--- src/rtl/sifreleme_hatti_pkg.sv ---
// Shared definitions for the bit-manipulation pipeline: operation codes and
// FSM state encodings used by the top level and by the testbench.
package sifreleme_hatti_pkg;

  // Operation codes; values match the original single-cycle unit
  localparam logic [2:0] SIFRELEME_PKG   = 3'd0;
  localparam logic [2:0] SIFRELEME_RVRS  = 3'd1;
  localparam logic [2:0] SIFRELEME_SLADD = 3'd2;
  localparam logic [2:0] SIFRELEME_HMDST = 3'd3;
  localparam logic [2:0] SIFRELEME_CNTZ  = 3'd4;
  localparam logic [2:0] SIFRELEME_CNTP  = 3'd5;

  // Controller states
  typedef enum logic [1:0] {
    BOSTA   = 2'd0,
    HESAPLA = 2'd1,
    SONUC   = 2'd2
  } durum_e;

  // True for the operations that take the iterative counting path
  function automatic logic sayim_islemi_mi(input logic [2:0] kod);
    return (kod == SIFRELEME_HMDST) || (kod == SIFRELEME_CNTZ) ||
           (kod == SIFRELEME_CNTP);
  endfunction

endpackage

--- src/rtl/sifreleme_hatti_sayim.sv ---
// One ADIM-bit step of the counting datapath: population count of the slice
// and the number of trailing zeros inside the slice (ADIM when it is all zero).
module sifreleme_sayim_adimi #(
  parameter int ADIM = 4
) (
  input  logic [ADIM-1:0]        dilim_i,
  output logic [$clog2(ADIM):0]  bir_sayisi_o,
  output logic [$clog2(ADIM):0]  sondaki_sifir_o,
  output logic                   sifir_degil_o
);
  localparam int PW = $clog2(ADIM) + 1;

  // Population count of the slice
  always_comb begin
    bir_sayisi_o = '0;
    for (int i = 0; i < ADIM; i++) begin
      bir_sayisi_o = bir_sayisi_o + PW'(dilim_i[i]);
    end
  end

  // Trailing-zero count: scan from MSB down so the lowest set bit wins
  always_comb begin
    sondaki_sifir_o = PW'(ADIM);
    for (int i = ADIM - 1; i >= 0; i--) begin
      if (dilim_i[i]) begin
        sondaki_sifir_o = PW'(i);
      end else begin
        sondaki_sifir_o = sondaki_sifir_o;
      end
    end
  end

  assign sifir_degil_o = |dilim_i;

endmodule

--- src/rtl/sifreleme_hatti.sv ---
// Bit-manipulation pipeline with valid/ready handshakes. Pack, byte-reverse
// and shift-add finish in one cycle; popcount, Hamming distance and trailing
// zero count iterate ADIM bits per cycle with fixed, data-independent latency.
module sifreleme_hatti
  import sifreleme_hatti_pkg::*;
#(
  parameter int VERI_GENISLIGI = 32,
  parameter int ADIM           = 4
) (
  input  logic                      clk_i,
  input  logic                      rst_ni,
  input  logic                      temizle_i,
  input  logic                      istek_gecerli_i,
  output logic                      istek_hazir_o,
  input  logic [2:0]                kontrol_i,
  input  logic [VERI_GENISLIGI-1:0] deger1_i,
  input  logic [VERI_GENISLIGI-1:0] deger2_i,
  output logic                      sonuc_gecerli_o,
  input  logic                      sonuc_hazir_i,
  output logic [VERI_GENISLIGI-1:0] sonuc_o
);
  localparam int N           = VERI_GENISLIGI;
  localparam int SW          = $clog2(N) + 1;
  localparam int PW          = $clog2(ADIM) + 1;
  localparam int ADIM_SAYISI = N / ADIM;
  localparam logic [SW-1:0] SON_ADIM = SW'(ADIM_SAYISI - 1);

  durum_e          durum_q, durum_d;
  logic [2:0]      islem_q, islem_d;
  logic [N-1:0]    veri_q, veri_d;
  logic [SW-1:0]   sayac_q, sayac_d;
  logic [SW-1:0]   adim_q, adim_d;
  logic            bulundu_q, bulundu_d;
  logic [N-1:0]    sonuc_q, sonuc_d;

  logic            kabul_s;
  logic            son_adim_s;
  logic [N-1:0]    tek_sonuc_s;
  logic [SW-1:0]   sayac_sonraki_s;
  logic [PW-1:0]   bir_sayisi_s;
  logic [PW-1:0]   sondaki_sifir_s;
  logic            sifir_degil_s;

  assign kabul_s    = istek_gecerli_i && (durum_q == BOSTA);
  assign son_adim_s = (adim_q == SON_ADIM);

  sifreleme_sayim_adimi #(.ADIM(ADIM)) u_sayim_adimi (
    .dilim_i         (veri_q[ADIM-1:0]),
    .bir_sayisi_o    (bir_sayisi_s),
    .sondaki_sifir_o (sondaki_sifir_s),
    .sifir_degil_o   (sifir_degil_s)
  );

  // State register
  always_ff @(posedge clk_i or negedge rst_ni) begin
    if (!rst_ni) begin
      durum_q <= BOSTA;
    end else begin
      durum_q <= durum_d;
    end
  end

  // Next-state logic; abort overrides both handshakes
  always_comb begin
    durum_d = durum_q;
    if (temizle_i) begin
      durum_d = BOSTA;
    end else begin
      case (durum_q)
        BOSTA:   durum_d = !istek_gecerli_i ? BOSTA :
                           (sayim_islemi_mi(kontrol_i) ? HESAPLA : SONUC);
        HESAPLA: durum_d = son_adim_s ? SONUC : HESAPLA;
        SONUC:   durum_d = sonuc_hazir_i ? BOSTA : SONUC;
        default: durum_d = BOSTA;
      endcase
    end
  end

  // Handshake outputs decoded purely from the state register
  always_comb begin
    istek_hazir_o   = 1'b0;
    sonuc_gecerli_o = 1'b0;
    case (durum_q)
      BOSTA:   istek_hazir_o   = 1'b1;
      SONUC:   sonuc_gecerli_o = 1'b1;
      default: istek_hazir_o   = 1'b0;
    endcase
  end

  // Single-cycle results computed straight from the request operands
  always_comb begin
    tek_sonuc_s = '0;
    case (kontrol_i)
      SIFRELEME_PKG:   tek_sonuc_s = {deger2_i[N/2-1:0], deger1_i[N/2-1:0]};
      SIFRELEME_RVRS: begin
        for (int b = 0; b < N / 8; b++) begin
          tek_sonuc_s[8*b +: 8] = deger1_i[N-8-8*b +: 8];
        end
      end
      SIFRELEME_SLADD: tek_sonuc_s = (deger1_i << 1) + deger2_i;
      default:         tek_sonuc_s = '0;
    endcase
  end

  // Count accumulation for the current slice; CNTZ stops adding after the first one
  always_comb begin
    sayac_sonraki_s = sayac_q;
    case (islem_q)
      SIFRELEME_CNTZ: sayac_sonraki_s = bulundu_q ? sayac_q
                                                  : sayac_q + SW'(sondaki_sifir_s);
      default:        sayac_sonraki_s = sayac_q + SW'(bir_sayisi_s);
    endcase
  end

  // Datapath next-state: capture, iterate, publish
  always_comb begin
    islem_d   = islem_q;
    veri_d    = veri_q;
    sayac_d   = sayac_q;
    adim_d    = adim_q;
    bulundu_d = bulundu_q;
    sonuc_d   = sonuc_q;
    if (temizle_i) begin
      islem_d   = 3'd0;
      veri_d    = '0;
      sayac_d   = '0;
      adim_d    = '0;
      bulundu_d = 1'b0;
    end else if (kabul_s) begin
      islem_d   = kontrol_i;
      veri_d    = (kontrol_i == SIFRELEME_HMDST) ? (deger1_i ^ deger2_i) : deger1_i;
      sayac_d   = '0;
      adim_d    = '0;
      bulundu_d = 1'b0;
      sonuc_d   = sayim_islemi_mi(kontrol_i) ? sonuc_q : tek_sonuc_s;
    end else if (durum_q == HESAPLA) begin
      veri_d    = veri_q >> ADIM;
      sayac_d   = sayac_sonraki_s;
      adim_d    = adim_q + SW'(1);
      bulundu_d = bulundu_q | sifir_degil_s;
      sonuc_d   = son_adim_s ? {{(N-SW){1'b0}}, sayac_sonraki_s} : sonuc_q;
    end else begin
      sonuc_d   = sonuc_q;
    end
  end

  // Datapath registers
  always_ff @(posedge clk_i or negedge rst_ni) begin
    if (!rst_ni) begin
      islem_q   <= 3'd0;
      veri_q    <= '0;
      sayac_q   <= '0;
      adim_q    <= '0;
      bulundu_q <= 1'b0;
      sonuc_q   <= '0;
    end else begin
      islem_q   <= islem_d;
      veri_q    <= veri_d;
      sayac_q   <= sayac_d;
      adim_q    <= adim_d;
      bulundu_q <= bulundu_d;
      sonuc_q   <= sonuc_d;
    end
  end

  assign sonuc_o = sonuc_q;

endmodule
--- config.mk ---
export PLATFORM = sky130hd
export DESIGN_NAME = sifreleme_hatti
export DESIGN_NICKNAME = d
export VERILOG_FILES = /design/src/rtl/sifreleme_hatti_pkg.sv /design/src/rtl/sifreleme_hatti_sayim.sv /design/src/rtl/sifreleme_hatti.sv
export SDC_FILE = /design/constraint.sdc
export NUM_CORES = 1
export LEC_CHECK = 0
export ABC_AREA = 1
export ABC_CLOCK_PERIOD_IN_PS = 2950
export CORE_ASPECT_RATIO = 0.5
export CORE_MARGIN = 5
export CORE_UTILIZATION = 56
export DETAILED_ROUTE_END_ITERATION = 10
export GPL_TIMING_DRIVEN = 0
export PLACE_DENSITY = 0.91
export REMOVE_ABC_BUFFERS = 1
export SETUP_SLACK_MARGIN = 0.15
export SYNTH_ARGS = -nofsm -noshare
export SYNTH_HDL_FRONTEND = slang
export SYNTH_SLANG_ARGS = --single-unit
--- constraint.sdc ---
create_clock -name clk_i -period 2.95 [get_ports clk_i]
set_clock_uncertainty 0.2 [all_clocks]
set_input_delay 0.59 -clock clk_i [delete_from_list [all_inputs] [get_ports clk_i]]
set_output_delay 0.59 -clock clk_i [all_outputs]
set_load 0.01 [all_outputs]
==> results of run 1 <==
[per-layer routing]
layer	wire length, um	vias to the layer above
li1	-	3959
met1	11300	3912
met2	11600	536
met3	3550	70
met4	694	0
met5	0	-
[where the power goes]
part           total, mW  switching [mW]  internal, mW
clock               1.23           0.535         0.691
sequential          1.34          0.0868          1.26
combinational       1.53           0.915         0.614
total               4.10            1.54          2.56
[cell usage after synthesis, types with 2 or more instances]
library cell,instances,area [um2]
buf_6,5,56.3
clkbuf_1,6,22.5
nand2_1,424,1590
nor2_1,63,236
buf_4,3,22.5
a31oi_1,7,43.8
o22ai_1,29,181
nand4_1,22,138
o21bai_1,4,30.0
o221ai_1,4,35.0
a21oi_1,50,250
nand2_2,3,18.8
nor2_4,2,22.5
o32ai_1,5,43.8
o21ai_1,13,65.1
nand3b_1,2,15.0
or2_2,2,12.5
inv_1,173,649
o31ai_1,7,52.6
nand3_1,64,320
and2_1,2,12.5
ha_1,40,500
fa_1,4,80.1
nor3b_1,4,30.0
xnor2_1,12,105
nor3_1,24,120
o21ai_0,41,205
o211ai_1,11,82.6
dfrtp_1,82,2050
xor2_1,8,70.1
inv_2,15,56.3
buf_2,19,95.1
[stage by stage]
stage               utilization (%)  power, mW
global placement               66.0       2.66
finish                         72.2       4.10
floorplan                         -       2.13
CTS                            69.5       3.94
detailed placement             66.4       2.71
global route                   72.2       4.29
[cell type report]
cell class | instances | area share [%]
Sequential cell | 82 | 22.2
Inverter | 189 | 7.81
Tap cell | 170 | 2.30
Clock inverter | 6 | 0.798
Timing Repair Buffer | 115 | 12.8
Clock buffer | 10 | 2.58
Multi-Input combinational cell | 863 | 51.5
[state kept, by name (all words and copies together) (netlist names)]
| name | count |
|---|---|
| bulundu_q | 1 |
| sayac_q | 6 |
| veri_q | 32 |
| sonuc_o | 32 |
| durum_q | 2 |
| adim_q | 6 |
| islem_q | 3 |
[worst paths after layout]
| kind | end | slack, ps | cells after the start |
|---|---|---|---|
| max in group asynchronous | sonuc_o[1] | 1480 | 3 |
| min reg2reg | veri_q[23] | 280 | 2 |
| max reg2reg | sayac_q[4] | 90 | 14 |
| max | sayac_q[4] | 90 | 14 |
| min | veri_q[23] | 280 | 2 |
| min in group asynchronous | sonuc_o[30] | 460 | 2 |
[cell families (layout without fill, tap and decap cells)]
kind of cell / Yosys count / in the layout / share of synthesized area, %
fa+ha+maj: 44 / 44 / 7.85
simple gates: 618 / 620 / 35.1
compound gates: 179 / 179 / 14.6
flops: 82 / 82 / 27.7
buf+inv: 223 / 320 / 12.4
xor+xnor: 20 / 20 / 2.37
[worst register-to-register path: stages, from the launching register on]
cell	delay [ps]
dfrtp_1	370
inv_2	60
ha_4	260
inv_2	30
fa_2	530
inv_1	70
ha_4	170
fa_2	380
nand2_2	100
nand3_2	100
nand2_2	110
nor2_1	50
nand2_1	100
nand3_2	120
o22ai_2	130
[timing repair]
item	in CTS	in global routing
gates cloned	1	1
hold endpoints to repair	15	0
setup buffers	3	4
setup endpoints to repair	61	36
hold buffers	1	0
resized for setup	21	70
pin swaps	1	15
==> flow_metrics.py, run 1 <==
metrics = {
    "outcome": {
        "status": "completed",
    },
    "critical_path": {
        "start_kind": "register",
        "worstPathRequired_ps": 3010,
        "crit_type": "register to register",
        "worst-path-buf-inv": 3,
        "critPathMaxStageDelay_ps": 530,
        "cp.arrival_ps": 2920,
        "endpoint_kind": "register",
        "r2r_start": "veri_q[1]",
        "crit_slowest_cell": "fa_2",
        "setup.worst_path.start": "veri_q[1]",
        "path_max_fanout": 2,
        "critical_path.top_delay_family": "adder cells",
        "cp_cell_sequence": "inv_2 > ha_4 > inv_2 > fa_2 > inv_1 > ha_4 > fa_2 > nand2_2 > nand3_2 > nand2_2 > nor2_1 > nand2_1 > nand3_2 > o22ai_2",
    },
    "power": {
        "power.leakage_nw": 4.72,
        "power_density_nw_per_um2": 443,
        "ir_worst_vdd_uv": 324,
    },
    "worst_hold_path": {
        "hp-class": "register to register",
        "worstHoldStart": "veri_q[23]",
    },
    "yosys": {
        "ys_seq_elements": 82,
        "ys_warn_count": 0,
        "synth_edf_count": 0,
        "yosysUniqueCellTypes": 48,
        "synth_seq_area_share_pct": 27.7,
        "avgSynthCellArea_um2": 6.34,
        "synth_area_um2": 7390,
        "ys.flop_type": "dfrtp_1",
        "async_reset_ff_share_pct": 100,
        "synthCells": 1166,
    },
    "placed_design": {
        "dp_hpwl_um": 19900,
        "placedCellCount": 1409,
        "gp_congestion": 1.06,
        "io_buffer_count": 105,
        "pre_cts_ws_ps": -1390,
        "dpl_cell_area_um2": 8500,
    },
    "routing": {
        "dr.pass1.iters": 7,
        "drt-initial-drc-count": 1306,
        "drc": 0,
        "routed_via_density": 5.91,
        "routed_wl_um": 27100,
        "vias": 8477,
        "postRouteAntennaNets": 0,
        "wire_per_inst_um": 18.9,
    },
    "finish": {
        "seqCellArea_um2": 2050,
        "n_antenna_cell": 0,
        "syn_to_final_growth_pct": 25.1,
        "final_area_um2": 9250,
        "layout_commonest_cell": "nand2_1",
        "drive_gt1_share_pct": 8.85,
        "layout_common_cells": "nand2_1, inv_1, clkdlybuf4s50_1",
        "fin_cells": 1435,
        "multi_input_area_um2": 4760,
        "fin_nets": 1376,
        "final.fill_count": 1056,
    },
    "sta": {
        "fmax_mhz": 350,
        "setup_slack_ps": 89.4,
        "fin_tns_setup_ps": 0,
        "max_slew.worst_pin.slew_ps": 970,
        "min_period_ps": 2860,
        "rsz0062_at_grt": "yes",
        "fin_crit_sh_pct": 97.0,
        "hold_viol": 0,
        "hold_slack_ps": 282,
        "maxSlewHeadroom_pct": 35.4,
        "drv_slew": 0,
        "setup_violations": 0,
    },
    "global_route": {
        "grt_most_used_layer": "met2",
        "met3_usage_pct": 9.05,
        "grt_start_max_net_pins": 68,
        "first_global_vias": 7576,
        "grt_usage_pct": 31.7,
        "gr-usage-met2_pct": 48.0,
        "antenna_found_initial": 0,
        "grt_first_pass_wirelength_um": 40100,
        "grt-ovfl-total": 0,
        "use_met1_pct": 45.1,
    },
    "floorplan": {
        "start_util_pct": 57.7,
        "die_h_um": 91.3,
        "fp-row-count": 29,
        "ioPinCount": 106,
        "core-area_um2": 12800,
        "die_w_um": 173,
        "die_area_um2": 15700,
    },
    "clocking": {
        "clk_latency_ps": 340,
        "root_buffer": "clkbuf_16",
        "cts.path.max_buffers": 2,
        "cts_inserted_buffers": 9,
        "cts_tree": "done",
        "htree_levels": 3,
        "cts_sinks": 82,
        "clk_pin_slew_ps": 70,
    },
    "run": {
        "max_cap_viol_count": 0,
    },
}
Power figures use the tool's default switching activity.
==> run 2, diff against run 1 <==
--- a/config.mk
+++ b/config.mk
@@ -6,13 +6,14 @@
 export NUM_CORES = 1
 export LEC_CHECK = 0
 export ABC_AREA = 1
-export ABC_CLOCK_PERIOD_IN_PS = 2950
+export ABC_CLOCK_PERIOD_IN_PS = 2610
 export CORE_ASPECT_RATIO = 0.5
 export CORE_MARGIN = 5
-export CORE_UTILIZATION = 56
+export CORE_UTILIZATION = 52
+export CTS_BUF_LIST = sky130_fd_sc_hd__clkbuf_8
 export DETAILED_ROUTE_END_ITERATION = 10
 export GPL_TIMING_DRIVEN = 0
-export PLACE_DENSITY = 0.91
+export PLACE_DENSITY = 0.89
 export REMOVE_ABC_BUFFERS = 1
 export SETUP_SLACK_MARGIN = 0.15
 export SYNTH_ARGS = -nofsm -noshare
==> constraint.sdc (replaced) <==
create_clock -name clk_i -period 2.61 [get_ports clk_i]
set_clock_uncertainty 0.2 [all_clocks]
set_input_delay 0.522 -clock clk_i [delete_from_list [all_inputs] [get_ports clk_i]]
set_output_delay 0.522 -clock clk_i [all_outputs]
set_load 0.01 [all_outputs]
==> run 2 against run 1 <==
Against the previous run:
- the flow now finishes with violations (setup timing)
- maximum frequency is 3.6% higher
- routed wire length increased by 4.2%
- flip-flop and latch count is the same
- register-to-register slack lost 240 ps
- combinational power up 20%
- non-clock buffer count increased by 13
- final cell count rose by 2.4%
- first-iteration DRC count is 35% lower
- global-route usage up 1.2 points
- worst hold slack better by 3.8 ps
- final area up 3.6%
- count of clock-buffer cells in the layout is 1 lower
- critical path type unchanged
- highest routed layer unchanged
==> flow_metrics.py, run 2 (synthesis results as in run 1) <==
metrics = {
    "outcome": {
        "status": "finished, violations left",
        "violations": "setup timing",
    },
    "sta": {
        "min_period_ps": 2760,
        "hold_viol": 0,
        "drv_slew": 0,
        "max_slew.worst_pin.slew_ps": 823,
        "maxSlewHeadroom_pct": 45.1,
        "rsz0062_at_grt": "yes",
        "fin_crit_sh_pct": 106,
        "setup_slack_ps": -151,
        "fmax_mhz": 362,
        "setup_violations": 9,
        "fin_tns_setup_ps": -574,
    },
    "critical_path": {
        "path_max_fanout": 2,
        "cp_cell_sequence": "inv_2 > ha_4 > inv_2 > fa_2 > inv_2 > ha_4 > fa_2 > nand2_2 > inv_2 > o21ai_4 > nand3_2 > o211ai_1",
        "rrSetupSlack_ps": -150,
        "cp.arrival_ps": 2850,
        "critPathMaxStageDelay_ps": 520,
        "worstPathRequired_ps": 2700,
        "crit_slowest_cell": "fa_2",
        "start_kind": "register",
        "endpoint_kind": "register",
        "path_common_cell": "inv_2",
        "crit_type": "register to register",
    },
    "power": {
        "power.leakage_nw": 4.86,
        "p_clk_share_pct": 22.7,
        "sw_frac_of_total_pct": 41.4,
        "internal_power_mw": 2.54,
        "finalPower_mw": 4.34,
        "pwr-share-comb_pct": 42.2,
        "p_seq_share_pct": 35.1,
        "ir_worst_vdd_uv": 241,
        "p_switching_mw": 1.79,
        "power_density_nw_per_um2": 453,
    },
    "routing": {
        "routed_via_density": 5.75,
        "wire_per_inst_um": 19.2,
        "postRouteAntennaNets": 0,
        "dr.pass1.iters": 5,
        "vias": 8459,
        "drc": 0,
        "routed_wl_um": 28200,
        "drt-initial-drc-count": 844,
    },
    "placed_design": {
        "dp_hpwl_um": 21100,
        "placedCellCount": 1433,
        "gp_congestion": 0.974,
        "io_buffer_count": 105,
    },
    "global_route": {
        "grt-ovfl-total": 0,
        "grt_first_pass_wirelength_um": 42900,
        "antenna_found_initial": 0,
        "first_global_vias": 7935,
        "grt_start_max_net_pins": 67,
        "grt_usage_pct": 32.9,
    },
    "finish": {
        "syn_to_final_growth_pct": 29.6,
        "n_antenna_cell": 0,
        "fin_cells": 1470,
        "layout_common_cells": "nand2_1, inv_1, dfrtp_1",
        "fin_nets": 1389,
        "layout_commonest_cell": "nand2_1",
        "final.fill_count": 1176,
        "drive_gt1_share_pct": 13.1,
    },
    "clocking": {
        "cts.path.max_buffers": 2,
        "clk_pin_slew_ps": 110,
        "cts_sinks": 82,
        "cts_tree": "done",
        "htree_levels": 3,
        "cts_inserted_buffers": 9,
        "clk_latency_ps": 380,
        "root_buffer": "clkbuf_8",
    },
    "worst_hold_path": {
        "hp-class": "register to register",
    },
    "floorplan": {
        "die_w_um": 179,
        "fp-row-count": 30,
        "die_area_um2": 16800,
        "core-area_um2": 13700,
        "ioPinCount": 106,
        "start_util_pct": 53.8,
        "die_h_um": 94.3,
    },
    "run": {
        "max_cap_viol_count": 0,
    },
}
==> run 2: changes by cell type in the layout (fill, tap and decap cells not counted), sizes merged <==
cell	change
dlymetal6s2s	+8
clkdlybuf4s15	-1
clkbuf	+1
bufinv	-1
inv	+3
buf	+14
dlygate4sd2	+19
nor3	-1
clkdlybuf4s50	-29
==> run 2: cell type report <==
class,instances,area [um2],share of cell area [%]
Multi-Input combinational cell,862,5080,53.0
Timing Repair Buffer,128,1280,13.4
Clock inverter,7,66.3,0.692
Tap cell,192,240,2.51
Clock buffer,9,124,1.29
Sequential cell,82,2050,21.4
Inverter,189,729,7.61
Timing Repair inverter,1,5.00,0.0522
==> run 2: repair_timing <==
item	CTS	global route
setup buffers	4	14
endpoints found under the hold margin	16	0
hold buffers	1	0
pin swaps	21	27
cloned	1	1
gates resized for setup	95	91
endpoints found under the setup margin	63	51
==> run 2: path summary, 6_finish.rpt <==
check / end / cells after the start / start
worst min register to register: sonuc_o[21] / 2 / sonuc_o[21]
worst max register to register: sonuc_o[2] / 12 / veri_q[0]
max in group asynchronous: sonuc_o[24] / 3 / rst_ni
min in group asynchronous: sonuc_o[25] / 2 / rst_ni
worst min-delay path: sonuc_o[21] / 2 / sonuc_o[21]
worst max-delay path: sonuc_o[2] / 12 / veri_q[0]
==> run 2: metrics by stage <==
step           worst slack, ps  util (%)  hold slack, ps  cell area [um2]
6_report                  -151      69.7             286             9580
3_5_place_dp             -1730      62.3             223             8570
4_1_cts                  -98.1      66.7             290             9160
5_1_grt                   -232      69.7             306             9580
3_3_place_gp             -2200      61.8             261             8480
2_1_floorplan            -25.4         -            26.4             7190
==> run 2: critical path: cells and delay by family, from the launching register on <==
kind | cells | cell delay, ps
flops | 1 | 390
simple gates | 2 | 240
compound gates | 2 | 370
fa+ha+maj | 4 | 1290
buf+inv | 4 | 190
==> run 2: per-layer routing <==
metal / vias up / global-route usage, % / part of all wire (%)
li1: 3976 / - / -
met1: 3979 / 47.8 / 44
met2: 442 / 49.1 / 43
met3: 62 / 8.00 / 11
met4: 0 / 8.04 / 2.1
met5: - / 0 / 0
==> run 2: power groups by stage <==
stage,clock [mW],combinational (mW),sequential [mW]
floorplan,0,0.849,1.56
global placement,0,1.51,1.53
detailed placement,0,1.55,1.54
CTS,0.991,1.67,1.52
global route,1.04,1.99,1.54
finish,0.985,1.83,1.52
==> run 3, diff against run 2 <==
--- a/config.mk
+++ b/config.mk
@@ -8,12 +8,11 @@
 export ABC_AREA = 1
 export ABC_CLOCK_PERIOD_IN_PS = 2610
 export CORE_ASPECT_RATIO = 0.5
-export CORE_MARGIN = 5
 export CORE_UTILIZATION = 52
 export CTS_BUF_LIST = sky130_fd_sc_hd__clkbuf_8
 export DETAILED_ROUTE_END_ITERATION = 10
 export GPL_TIMING_DRIVEN = 0
-export PLACE_DENSITY = 0.89
+export PLACE_DENSITY = 0.8
 export REMOVE_ABC_BUFFERS = 1
 export SETUP_SLACK_MARGIN = 0.15
 export SYNTH_ARGS = -nofsm -noshare
==> run 3 against run 2 <==
Against the previous run:
- the run still ends with setup timing left
- die area is 13% lower
- combinational power hardly changed
- final cell count is 0.27% lower
- global-route usage is 4.5 points higher
- worst setup slack better by 4.0 ps
- clock power is 2.5% lower
- via count stayed put
==> flow_metrics.py, run 3 (synthesis results as in run 1) <==
metrics = {
    "worst_hold_path": {
        "worstHoldStart": "sonuc_o[14]",
        "hp-class": "register to register",
        "holdPathStages": 2,
        "holdPathEnd": "sonuc_o[14]",
    },
    "sta": {
        "drv_slew": 0,
        "setup_slack_ps": -148,
        "maxSlewHeadroom_pct": 45.6,
        "rsz0062_at_grt": "yes",
        "setup_violations": 8,
        "max_slew.worst_pin.slew_ps": 817,
        "fin_tns_setup_ps": -746,
        "min_period_ps": 2760,
        "hold_slack_ps": 286,
        "fin_crit_sh_pct": 106,
        "fmax_mhz": 363,
        "hold_viol": 0,
    },
    "outcome": {
        "status": "finished, violations left",
        "violations": "setup timing",
    },
    "power": {
        "power_density_nw_per_um2": 449,
        "power.leakage_nw": 4.77,
        "p_switching_mw": 1.77,
        "p_clk_share_pct": 22.3,
        "p_seq_share_pct": 35.3,
        "ir_worst_vdd_uv": 312,
        "sw_frac_of_total_pct": 41.3,
        "internal_power_mw": 2.52,
        "finalPower_mw": 4.30,
        "pwr-share-comb_pct": 42.3,
    },
    "finish": {
        "n_antenna_cell": 0,
        "syn_to_final_growth_pct": 29.6,
        "fin_nets": 1385,
        "fin_cells": 1466,
        "final_area_um2": 9580,
        "drive_gt1_share_pct": 13.7,
        "layout_common_cells": "nand2_1, inv_1, dfrtp_1",
        "layout_commonest_cell": "nand2_1",
    },
    "clocking": {
        "clk_pin_slew_ps": 110,
        "cts_sinks": 82,
        "cts_inserted_buffers": 9,
        "clk_latency_ps": 380,
        "htree_levels": 3,
        "cts.path.max_buffers": 2,
        "root_buffer": "clkbuf_8",
        "cts_tree": "done",
    },
    "routing": {
        "wire_per_inst_um": 18.9,
        "vias": 8459,
        "routed_via_density": 5.77,
        "drt-initial-drc-count": 921,
        "drc": 0,
        "dr.pass1.iters": 5,
        "postRouteAntennaNets": 0,
        "routed_wl_um": 27800,
    },
    "global_route": {
        "antenna_found_initial": 0,
        "first_global_vias": 7594,
        "grt-ovfl-total": 0,
        "grt_start_max_net_pins": 68,
        "grt_first_pass_wirelength_um": 41500,
        "grt_usage_pct": 37.4,
    },
    "floorplan": {
        "core-area_um2": 13700,
        "die_w_um": 171,
        "fp-row-count": 30,
        "start_util_pct": 54.0,
        "ioPinCount": 106,
        "die_h_um": 86.3,
        "die_area_um2": 14700,
    },
    "critical_path": {
        "cp.arrival_ps": 2860,
        "r2r_start": "veri_q[1]",
        "endpoint_kind": "register",
        "r2r_cells": 16,
        "rrSetupSlack_ps": -150,
        "start_kind": "register",
        "r2r-end": "sonuc_o[3]",
        "crit_type": "register to register",
        "worstPathRequired_ps": 2710,
        "path_max_fanout": 2,
    },
    "placed_design": {
        "io_buffer_count": 105,
        "gp_congestion": 0.952,
        "dpl_cell_area_um2": 8550,
        "dp_hpwl_um": 20700,
        "placedCellCount": 1433,
    },
    "run": {
        "max_cap_viol_count": 0,
    },
}
-- run 3: worst max-delay path by stage --
stage / startpoint / end / slack [ps] / cells after the start
3_3_place_gp: rst_ni / veri_q[24] / -2250 / 1
3_5_place_dp: kontrol_i[0] / sonuc_o[5] / -1720 / 9
4_1_cts: veri_q[1] / sayac_q[5] / -110 / 17
5_1_grt: veri_q[0] / sonuc_o[3] / -270 / 16
6_report: veri_q[1] / sonuc_o[3] / -150 / 16
2_1_floorplan: veri_q[0] / sayac_q[5] / -30 / 17
-- run 3: power groups by stage --
stage / logic, mW / clock network [mW] / registers (mW)
2_1_floorplan: 0.849 / 0 / 1.56
3_3_place_gp: 1.50 / 0 / 1.53
3_5_place_dp: 1.54 / 0 / 1.54
4_1_cts: 1.68 / 0.956 / 1.52
5_1_grt: 1.98 / 1.01 / 1.53
6_report: 1.82 / 0.960 / 1.52
-- run 3: routing by layer --
layer  global-route usage (%)  vias to the layer above  wire length [um]
met5                        0                        -                 0
met1                     55.7                     4018             12600
met2                     55.2                      425             11700
met3                     8.17                       49              2880
li1                         -                     3967                 -
met4                     7.62                        0               537
-- run 3: layout make-up --
type / instances / area [um2]
Timing Repair inverter: 1 / 5.00
Timing Repair Buffer: 124 / 1230
Sequential cell: 82 / 2050
Tap cell: 192 / 240
Multi-Input combinational cell: 862 / 5140
Clock buffer: 9 / 124
Fill cell: 1213 / 4120
Clock inverter: 7 / 58.8
Inverter: 189 / 724
-- run 3: timing repair --
action | in CTS | in global routing
hold buffers | 1 | 0
endpoints found under the hold margin | 15 | 0
pin swaps | 20 | 20
cloned | 1 | 1
setup endpoints to repair | 63 | 46
resized for setup | 112 | 83
setup buffers | 4 | 10
-- run 3: per-stage QoR --
step                      setup slack [ps]  util (%)
after floorplan                      -25.4         -
after global placement               -2250      61.9
after detailed placement             -1720      62.4
after CTS                             -109      67.2
final                                 -148      69.9
after global routing                  -270      69.9
-- run 3: critical path, cell delays in order (launching register included) --
cell     delay (ps)
dfrtp_1         380
inv_2            60
ha_4            250
inv_2            30
fa_2            320
inv_2            80
ha_4            210
ha_4            260
nand2_2          40
inv_2            50
o21ai_2          50
nand3_1          90
nand2_2         100
buf_4           160
a21oi_2         190
o21ai_4          80
a31oi_1         130
